==> src/rtl/led_seq_fsm.sv <==
// rtl/led_seq_fsm.sv - parametrised N-LED sequencer with off / chase-left / chase-right / bounce modes
//
// Ports:
//   clk    in   1   system clock, rising edge
//   rst_n  in   1   synchronous reset, active low
//   inp    in   4   one-hot mode request: 0001 OFF, 0010 LEFT, 0100 RIGHT, 1000 BOUNCE
//   hold   in   1   freezes prescaler, pattern and bounce direction
//   out    out  N   registered LED drive
//   mode   out  2   current mode: 0 OFF, 1 LEFT, 2 RIGHT, 3 BOUNCE
//   tick   out  1   registered pulse in the cycle out changes due to a step

module led_seq_fsm #(
  parameter int N     = 8,
  parameter int CYCLE = 5
) (
  input  logic         clk,
  input  logic         rst_n,
  input  logic [3:0]   inp,
  input  logic         hold,
  output logic [N-1:0] out,
  output logic [1:0]   mode,
  output logic         tick
);

  localparam int CW = (CYCLE > 1) ? $clog2(CYCLE) : 1;
  localparam logic [CW-1:0] CNT_LAST = CW'(CYCLE - 1);

  typedef enum logic [1:0] {
    S_OFF    = 2'd0,
    S_LEFT   = 2'd1,
    S_RIGHT  = 2'd2,
    S_BOUNCE = 2'd3
  } state_t;

  state_t         state, state_nxt;
  state_t         req_mode;
  logic           req_valid;
  logic [CW-1:0]  cnt, cnt_nxt;
  logic [N-1:0]   out_nxt;
  logic           dir_down, dir_down_nxt;
  logic           tick_nxt;

  // Pattern loaded on entry to each mode.
  function automatic logic [N-1:0] seed_of(input state_t s);
    logic [N-1:0] v;
    v = '0;
    case (s)
      S_LEFT, S_BOUNCE: v[0]   = 1'b1;
      S_RIGHT:          v[N-1] = 1'b1;
      default:          v      = '0;
    endcase
    return v;
  endfunction

  // Only exactly-one-hot requests are honoured; everything else is ignored.
  always_comb begin
    req_valid = 1'b1;
    req_mode  = S_OFF;
    case (inp)
      4'b0001: req_mode  = S_OFF;
      4'b0010: req_mode  = S_LEFT;
      4'b0100: req_mode  = S_RIGHT;
      4'b1000: req_mode  = S_BOUNCE;
      default: req_valid = 1'b0;
    endcase
  end

  always_ff @(posedge clk) begin
    if (!rst_n) begin
      state    <= S_OFF;
      cnt      <= '0;
      out      <= '0;
      dir_down <= 1'b0;
      tick     <= 1'b0;
    end else begin
      state    <= state_nxt;
      cnt      <= cnt_nxt;
      out      <= out_nxt;
      dir_down <= dir_down_nxt;
      tick     <= tick_nxt;
    end
  end

  always_comb begin
    state_nxt    = state;
    cnt_nxt      = cnt;
    out_nxt      = out;
    dir_down_nxt = dir_down;
    tick_nxt     = 1'b0;

    if (req_valid && (req_mode != state)) begin
      // A mode change wins over hold and over a step due on this edge.
      state_nxt    = req_mode;
      cnt_nxt      = '0;
      out_nxt      = seed_of(req_mode);
      dir_down_nxt = 1'b0;
    end else if ((state != S_OFF) && !hold) begin
      if (cnt == CNT_LAST) begin
        cnt_nxt  = '0;
        tick_nxt = 1'b1;
        case (state)
          S_LEFT:  out_nxt = {out[N-2:0], out[N-1]};
          S_RIGHT: out_nxt = {out[0], out[N-1:1]};
          S_BOUNCE: begin
            // Direction flips on the step that lands on an end LED, so each
            // end is lit for exactly one step.
            if (!dir_down) begin
              out_nxt = {out[N-2:0], 1'b0};
              if (out_nxt[N-1]) dir_down_nxt = 1'b1;
            end else begin
              out_nxt = {1'b0, out[N-1:1]};
              if (out_nxt[0]) dir_down_nxt = 1'b0;
            end
          end
          default: out_nxt = '0;
        endcase
      end else begin
        cnt_nxt = cnt + CW'(1);
      end
    end
  end

  assign mode = state;

endmodule

==> config.mk <==
export PLATFORM = sky130hd
export DESIGN_NAME = led_seq_fsm
export DESIGN_NICKNAME = d
export VERILOG_FILES = /design/src/rtl/led_seq_fsm.sv
export SDC_FILE = /design/constraint.sdc
export NUM_CORES = 1
export LEC_CHECK = 0
export CORE_MARGIN = 1
export CORE_UTILIZATION = 40
export CTS_BUF_LIST = sky130_fd_sc_hd__clkbuf_8 sky130_fd_sc_hd__clkbuf_16
export CTS_CLUSTER_SIZE = 16
export DETAILED_ROUTE_END_ITERATION = 10
export DONT_BUFFER_PORTS = 1
export SLEW_MARGIN = 20
export SYNTH_ARGS = -nofsm -noshare
export SYNTH_HDL_FRONTEND = slang
export SYNTH_SLANG_ARGS = --single-unit
==> constraint.sdc <==
create_clock -name clk -period 4.6 [get_ports clk]
set_input_delay 1.38 -clock clk [delete_from_list [all_inputs] [get_ports clk]]
set_output_delay 1.38 -clock clk [all_outputs]
set_load 0.05 [all_outputs]
# Word level (Yosys, flattened, before mapping)
# Index checks and enable logic that the tools add are counted.
dict set report classes {
  muxes 14
  bitwise_logic 2
  n_eq_ne 12
  reduce_logical 13
  n_addsub 1
}
# operator count
set op_table {}
lappend op_table {{2-to-1 mux 8 bit} 4}
lappend op_table {{case mux 8 bit (3 select lines)} 1}
lappend op_table {{== test 2 bit (second input constant)} 4}
lappend op_table {{2-to-1 mux 1 bit} 7}
lappend op_table {{case mux 2 bit (3 select lines)} 1}
lappend op_table {{nonzero test 2 bit} 3}
lappend op_table {{== test 2 x 1 -> 1 bit (second input constant)} 2}
lappend op_table {{== test 4 x 1 -> 1 bit (second input constant)} 1}
lappend op_table {{== test 4 x 2 -> 1 bit (second input constant)} 1}
lappend op_table {{== test 4 x 3 -> 1 bit (second input constant)} 1}
lappend op_table {{== test 4 bit (second input constant)} 1}
lappend op_table {{AND reduction 2 bit} 2}
lappend op_table {{OR reduction 2 bit} 2}
lappend op_table {{OR reduction 4 bit} 1}
lappend op_table {{adder 3 x 1 -> 3 bit (second input constant)} 1}
lappend op_table {{== test 3 bit (second input constant)} 1}
lappend op_table {{2-to-1 mux 3 bit} 1}
lappend op_table {{AND reduction 3 bit} 1}
lappend op_table {{OR reduction 3 bit} 1}
lappend op_table {{logical AND 1 bit} 2}
lappend op_table {{!= test 2 bit} 1}
lappend op_table {{inverter 1 bit} 2}
lappend op_table {{zero test 1 bit} 1}
dict set report word_totals {
  wordCells 48
  input_bits 7
  output_inout_bits 11
  regBits 15
}

# Depth between registers and ports, before layout
# Gate-level depths: netlist of the first run.
dict set report depth {
  depth_word 6
  depth_mapped 7
  mapped_depth_nobuf 6
}

# Least setup slack after synthesis of the first run
# Ideal clock, no wire load.
dict set report synth_path {
  path_type {input-to-reg}
  from {in hold}
  to {reg out[5]}
  path_buffers 1
  path_stages 5
  path_slack_ns 2.110
  required_time_ns 4.500
  setup_time_ns 0.100
  t_arrival_ns 2.391
  path_cell_list {o21bai_2 -> nor2_2 -> buf_4 -> nor2_1 -> a2111oi_4}
}
dict set report synth_between {
  elab_chain_cells 3
}
# element line_no
set synth_rtl {}
lappend synth_rtl {{start, declared} 19} ;# input logic hold,
lappend synth_rtl {{zero test 1 bit} 97} ;# end else if ((state != S_OFF) && !hold) begin
lappend synth_rtl {{logical AND 1 bit} 97}
lappend synth_rtl {{AND reduction 2 bit (no line)} -}
lappend synth_rtl {{end signal, assigned} 78} ;# out <= out_nxt;
lappend synth_rtl {{end, declared} 20} ;# output logic [N-1:0] out,
# Every way passes these cells.
# A chain may end at the register's enable or synchronous reset.

# Worst setup path after layout of the first run
dict set report layout_path {
  from {reg state[1], in the netlist mode[1]}
  to {out mode[1]}
}
# element line_no
set layout_rtl {}
lappend layout_rtl {{start, declared} 35} ;# state_t state, state_nxt;
lappend layout_rtl {{start signal, assigned} 76} ;# state <= state_nxt;
lappend layout_rtl {{end, declared} 21} ;# output logic [1:0] mode,
# No word-level cell between the ends.

==> metrics.yaml, run 1 <==
synth_nets: 111
synthArstFlopShare_pct: 0
worstSetupPathType: "reg2out"
htreeDepth: 1
crit_path_start_kind: "flip-flop"
mostFrequentLayoutCell: "dfxtp_1"
clockBufferDepth: 2
status: "finished, final reports clean"
ir_worst_vdd_uv: 202
rsz0062_at_grt: "no"
core.rowCount: 17
cts_sinks: 15
synth_area_um2: 951
antenna_found_initial: 0
grt_pass1_vias: 722
grt_pass1_wl_um: 3330
diodes: 0
switching_share_pct: 26.7
coreArea_um2: 2230
synth_edf_count: 0
power.internal_w: 0.000204
postCtsSetupBuffers: 0
syn_to_final_growth_pct: 5.26
min-delay-path-class: "reg2reg"
switching_power_w: 0.0000743
start_util_pct: 42.6
ant_nets: 0
crit_required_ps: 3220
track_usage_pct: 17.3
fin_cells: 129
ys_seq_elements: 15
drv_cap: 0
skew_ps: 2.67
critPathArrivalTime_ps: 1260
fp.dieW_um: 50.8
path_max_fanout: 17
clockPowerShare_pct: 36.9
drive_gt1_share_pct: 13.9
multi_input_area_um2: 594
cts_tree: "yes"
cts_resized: 0
place.gp.congestion: 0.736
clock_latency_ps: 250
dr_total_vias: 787
vias_per_cell: 6.10
slew_headroom_pct: 29.7
finalNetCount: 111
power_leakage_nw: 0.281
ys_seq_area_share_pct: 31.6
fin_crit_sh_pct: 57.4
cts_buffers: 3
synth_flop_cell: "dfxtp_1"
worst_pin_slew_ps: 1050
postCtsHoldBufs: 0
port_buffers: 0
place_area_um2: 956
synth_top_area_share_pct: 31.6
dr.pass1.iters: 4
cts_root_buf: "clkbuf_8"
yosysTopAreaCell: "dfxtp_1"
power.density_nw_per_um2: 278
dp_cells: 125
die_area_um2: 2580
max_clock_freq_ghz: 0.378
synth_cells: 102
finalHoldViolCount: 0
dp_hpwl_um: 1420
route.detailed.drc: 0
ys_top_cells_by_area: "dfxtp_1, a2111oi_4, a32oi_1"
synth_cell_types: 42
fin_area_um2: 1000
wl_um: 2060
drtIter0Drc: 21
die_h_um: 50.8
grt_max_degree: 18
fillers: 233
comb_power_share_pct: 11.2
wl_per_cell_um: 16.0
critPathCaptureType: "primary output"
ioPinCount: 18
clk_pin_slew_ps: 60
syn_avg_cell_area_um2: 9.32
setup-tns-final_ps: 0
grt-ovfl-total: 0
seqPwrFrac_pct: 51.9
yosys_warnings: 0
seq_area_um2: 300
finalCriticalPeriod_ps: 2640
final_cell_mix: "dfxtp_1, nor2_1, nand2_1, inv_1, a32oi_1"
slew_violations: 0
setup_violations: 0
==> metrics by stage <==
step                total power, W  util (%)  hold WS [ps]  setup slack (ps)
global route              0.000293      44.8           573              1770
floorplan                 0.000174         -           508              2110
global placement          0.000178      42.8           536              1820
CTS                       0.000282      44.8           544              1940
detailed placement        0.000178      42.8           534              1750
finish                    0.000278      44.8           548              1960
==> sequential cells by signal (all words and copies together), names as in the netlist <==
| register | cells |
|---|---|
| cnt | 3 |
| tick | 1 |
| mode | 2 |
| dir_down | 1 |
| out | 8 |
==> cells in the mapped netlist, types with 2 or more instances <==
cell       number
clkbuf_1        2
a32oi_1         6
dfxtp_1        15
nor3_1          4
inv_1           5
o21a_1          3
nor2b_1         3
nor2_1         11
a2111oi_0       3
nor4_1          4
a21oi_1         4
ha_1            2
a2111oi_4       3
nand2_1         7
o21ai_0         2
buf_4           2
==> worst register-to-register path: stages, from the launching register on <==
cell and delay, ps:
dfxtp_1 1010, o21bai_2 240, nor2_2 630, nor2_1 80, a2111oi_0 420
==> power groups by stage <==
| stage | clock [W] | sequential [W] | combinational [W] |
|---|---|---|---|
| 2_1_floorplan | 0 | 0.000144 | 0.0000304 |
| 3_3_place_gp | 0 | 0.000147 | 0.0000306 |
| 3_5_place_dp | 0 | 0.000147 | 0.0000308 |
| 4_1_cts | 0.000107 | 0.000145 | 0.0000310 |
| 5_1_grt | 0.000114 | 0.000145 | 0.0000340 |
| 6_report | 0.000103 | 0.000145 | 0.0000311 |
==> kinds of logic after synthesis <==
family                     count (synthesis)  share of synthesized area (%)
muxes                                      1                           1.05
DFF                                       15                           31.6
AOI/OAI and AO/OA                         34                           36.5
and+or+nand+nor                           37                           20.5
adders and majority gates                  2                           2.63
buffers and inverters                     11                           5.92
xor gates and xnor gates                   2                           1.84
==> area by class of cell <==
type / count / area share [%]
clock inverter: 1 / 0.375
tap: 28 / 3.50
inverter: 5 / 1.88
clock buffer: 3 / 4.13
multi-input combinational: 76 / 59.4
timing repair buffer: 1 / 0.750
sequential: 15 / 30.0
==> path summary, 6_finish.rpt <==
kind / from / end / slack (ps) / cells past startpoint
setup / recovery: mode[1] / mode[1] / 1960 / 0
setup reg to reg: mode[1] / out[2] / 2090 / 4
hold / removal: cnt[2] / cnt[2] / 550 / 2
hold reg to reg: cnt[2] / cnt[2] / 550 / 2
==> per-layer routing <==
layer	wire (um)	part of all wire [%]	global-route usage (%)	up-vias
met5	0	0	0	-
met1	938	46	21.7	379
met4	9	0.44	4.17	0
met2	989	48	27.3	18
li1	-	-	-	388
met3	122	5.9	6.97	2
(Power assumes the default switching activity.)
==> inputs of run 2 (changes only) <==
clock period = 2.12 ns   (was 4.6 ns; I/O delays follow)
==> run 2 against run 1 <==
Sequential power is 110% higher. Clock skew fell by 1.8 ps. Count of clock-buffer cells in the layout unchanged. Final area is 3.8% higher. Worst hold slack got worse by 11 ps. Global-route usage up 0.75 points. Clock power increased by 120%. First-iteration DRC count down 57%. Core utilization is 1.7 points higher. Combinational power rose to 2.9 times the previous value. Total power up 120%. Largest power group unchanged.
==> metrics.yaml, run 2 (synthesis gave the netlist of run 1 again) <==
port_buffers: 0  # unchanged
fin_cells: 134  # +3.9%
final_cell_mix: "dfxtp_1, nor2_1, nand2_1"
cts_tree: "yes"
crit_required_ps: 2250  # -970 ps
core.rowCount: 17  # unchanged
grt_pass1_wl_um: 3420  # +2.5%
crit_cells: 5  # +5
grt-busiest-layer: "met2"
crit_path_start_kind: "flip-flop"
grt-ovfl-total: 0  # unchanged
dr_total_vias: 804  # +2.2%
die_h_um: 50.8  # unchanged
antenna_found_initial: 0  # unchanged
mostFrequentLayoutCell: "dfxtp_1"
clockBufferDepth: 2  # unchanged
dr.pass1.iters: 4  # unchanged
worstSetupPathType: "reg2reg"
finalHoldViolCount: 0  # unchanged
regMostFlops: "out"
dp_cells: 130  # +4.0%
fillers: 222  # -4.7%
vias_per_cell: 6.00  # -1.7%
rsz0062_at_grt: "no"
setup_violations: 0  # unchanged
ant_nets: 0  # unchanged
place.gp.congestion: 0.769  # +4.5%
drive_gt1_share_pct: 17.9  # +4.1 points
track_usage_pct: 18.0  # +0.75 points
min-delay-path-class: "reg2reg"
crit_slowest_cell: "dfxtp_1"
path_max_fanout: 13  # -4
coreArea_um2: 2230  # unchanged
fin_crit_sh_pct: 82.8
power.density_nw_per_um2: 590  # +110%
finalCriticalPeriod_ps: 1750
diodes: 0  # unchanged
dp_hpwl_um: 1520  # +6.7%
status: "finished, final reports clean"
reg2reg_depth: 5  # +1
grt_max_degree: 16  # -2
slowest_delay_ps: 550
cts_resized: 0  # unchanged
cts_root_buf: "clkbuf_8"
use_met1_pct: 22.8  # +1.1 points
route.detailed.drc: 0  # unchanged
postCtsHoldBufs: 0  # unchanged
die_area_um2: 2580  # unchanged
wl_um: 2060  # +0.29%
cts_sinks: 15  # unchanged
syn_to_final_growth_pct: 9.21
worst_pin_slew_ps: 643  # -409 ps
fp.dieW_um: 50.8  # unchanged
crit_family: "compound AO/OA/AOI/OAI gates"
max_clock_freq_ghz: 0.570
cts_buffers: 3  # unchanged
drv_cap: 0  # unchanged
start_util_pct: 42.6  # unchanged
clk_pin_slew_ps: 60  # about the same
critPathArrivalTime_ps: 1880  # +620 ps
skew_ps: 0.837  # -1.84 ps
power_leakage_nw: 0.308  # +9.3%
hold_ws_ps: 538  # -10.9 ps
finalNetCount: 116  # +4.5%
final_util_pct: 46.5  # +1.7 points
wl_per_cell_um: 15.4  # -3.5%
clock_latency_ps: 250  # about the same
grt_util_met3_pct: 5.76  # -1.2 points
ioPinCount: 18  # unchanged
ir_worst_vdd_uv: 290  # +44%
critPathCaptureType: "flip-flop"
htreeDepth: 1  # unchanged
setup-tns-final_ps: 0  # unchanged
postCtsSetupBuffers: 0  # unchanged
largest_register_ffs: 8  # unchanged
drtIter0Drc: 9  # -57%
crit_buf_inv: 1
slew_violations: 0  # unchanged
path_cells: "nor3b_1 > a221oi_2 > o311ai_2 > buf_4 > a2111oi_0"
hold_path_depth: 2  # unchanged
grt_pass1_vias: 773  # +7.1%
grt.met2_usage_pct: 27.6  # +0.22 points
power_w: 0.000613  # +120%
slew_headroom_pct: 57.0  # +27 points
## run 2: layout make-up
class,count,area [um2],share of cell area [%]
Clock inverter,1,3.75,0.361
Sequential cell,15,300,28.9
Multi-Input combinational cell,76,594,57.2
Inverter,5,18.8,1.81
Timing Repair Buffer,6,45.0,4.34
Tap cell,28,35.0,3.37
Clock buffer,3,41.3,3.98
## run 2: where the power goes
group / total, W / internal, W / leakage (nW) / switching (W)
Combinational: 0.0000888 / 0.0000337 / 0.159 / 0.0000552
Sequential: 0.000299 / 0.000287 / 0.121 / 0.0000120
Clock: 0.000225 / 0.000128 / 0.0269 / 0.0000965
## run 2: final timing paths
path	to	start	slack [ps]
worst max-delay path	out[3]	mode[0]	370
worst min-delay path	cnt[0]	cnt[0]	540
worst max register to register	out[3]	mode[0]	370
worst min register to register	cnt[0]	cnt[0]	540
## run 2: layer usage
metal	part of all wire [%]	wire [um]	vias to the layer above
li1	-	-	402
met1	44	911	371
met2	47	966	26
met3	7.4	152	5
met4	1.6	33	0
met5	0	0	-
## run 2: worst min-delay path, cell delays in order (launching register included)
cell and delay, ps:
dfxtp_1 320, a21oi_1 120, nor3_1 50
## run 2: through the flow
step,area (um2),setup slack (ps)
finish,1040,365
global route,1040,184
CTS,1040,368
detailed placement,993,183
global placement,993,256
floorplan,951,260
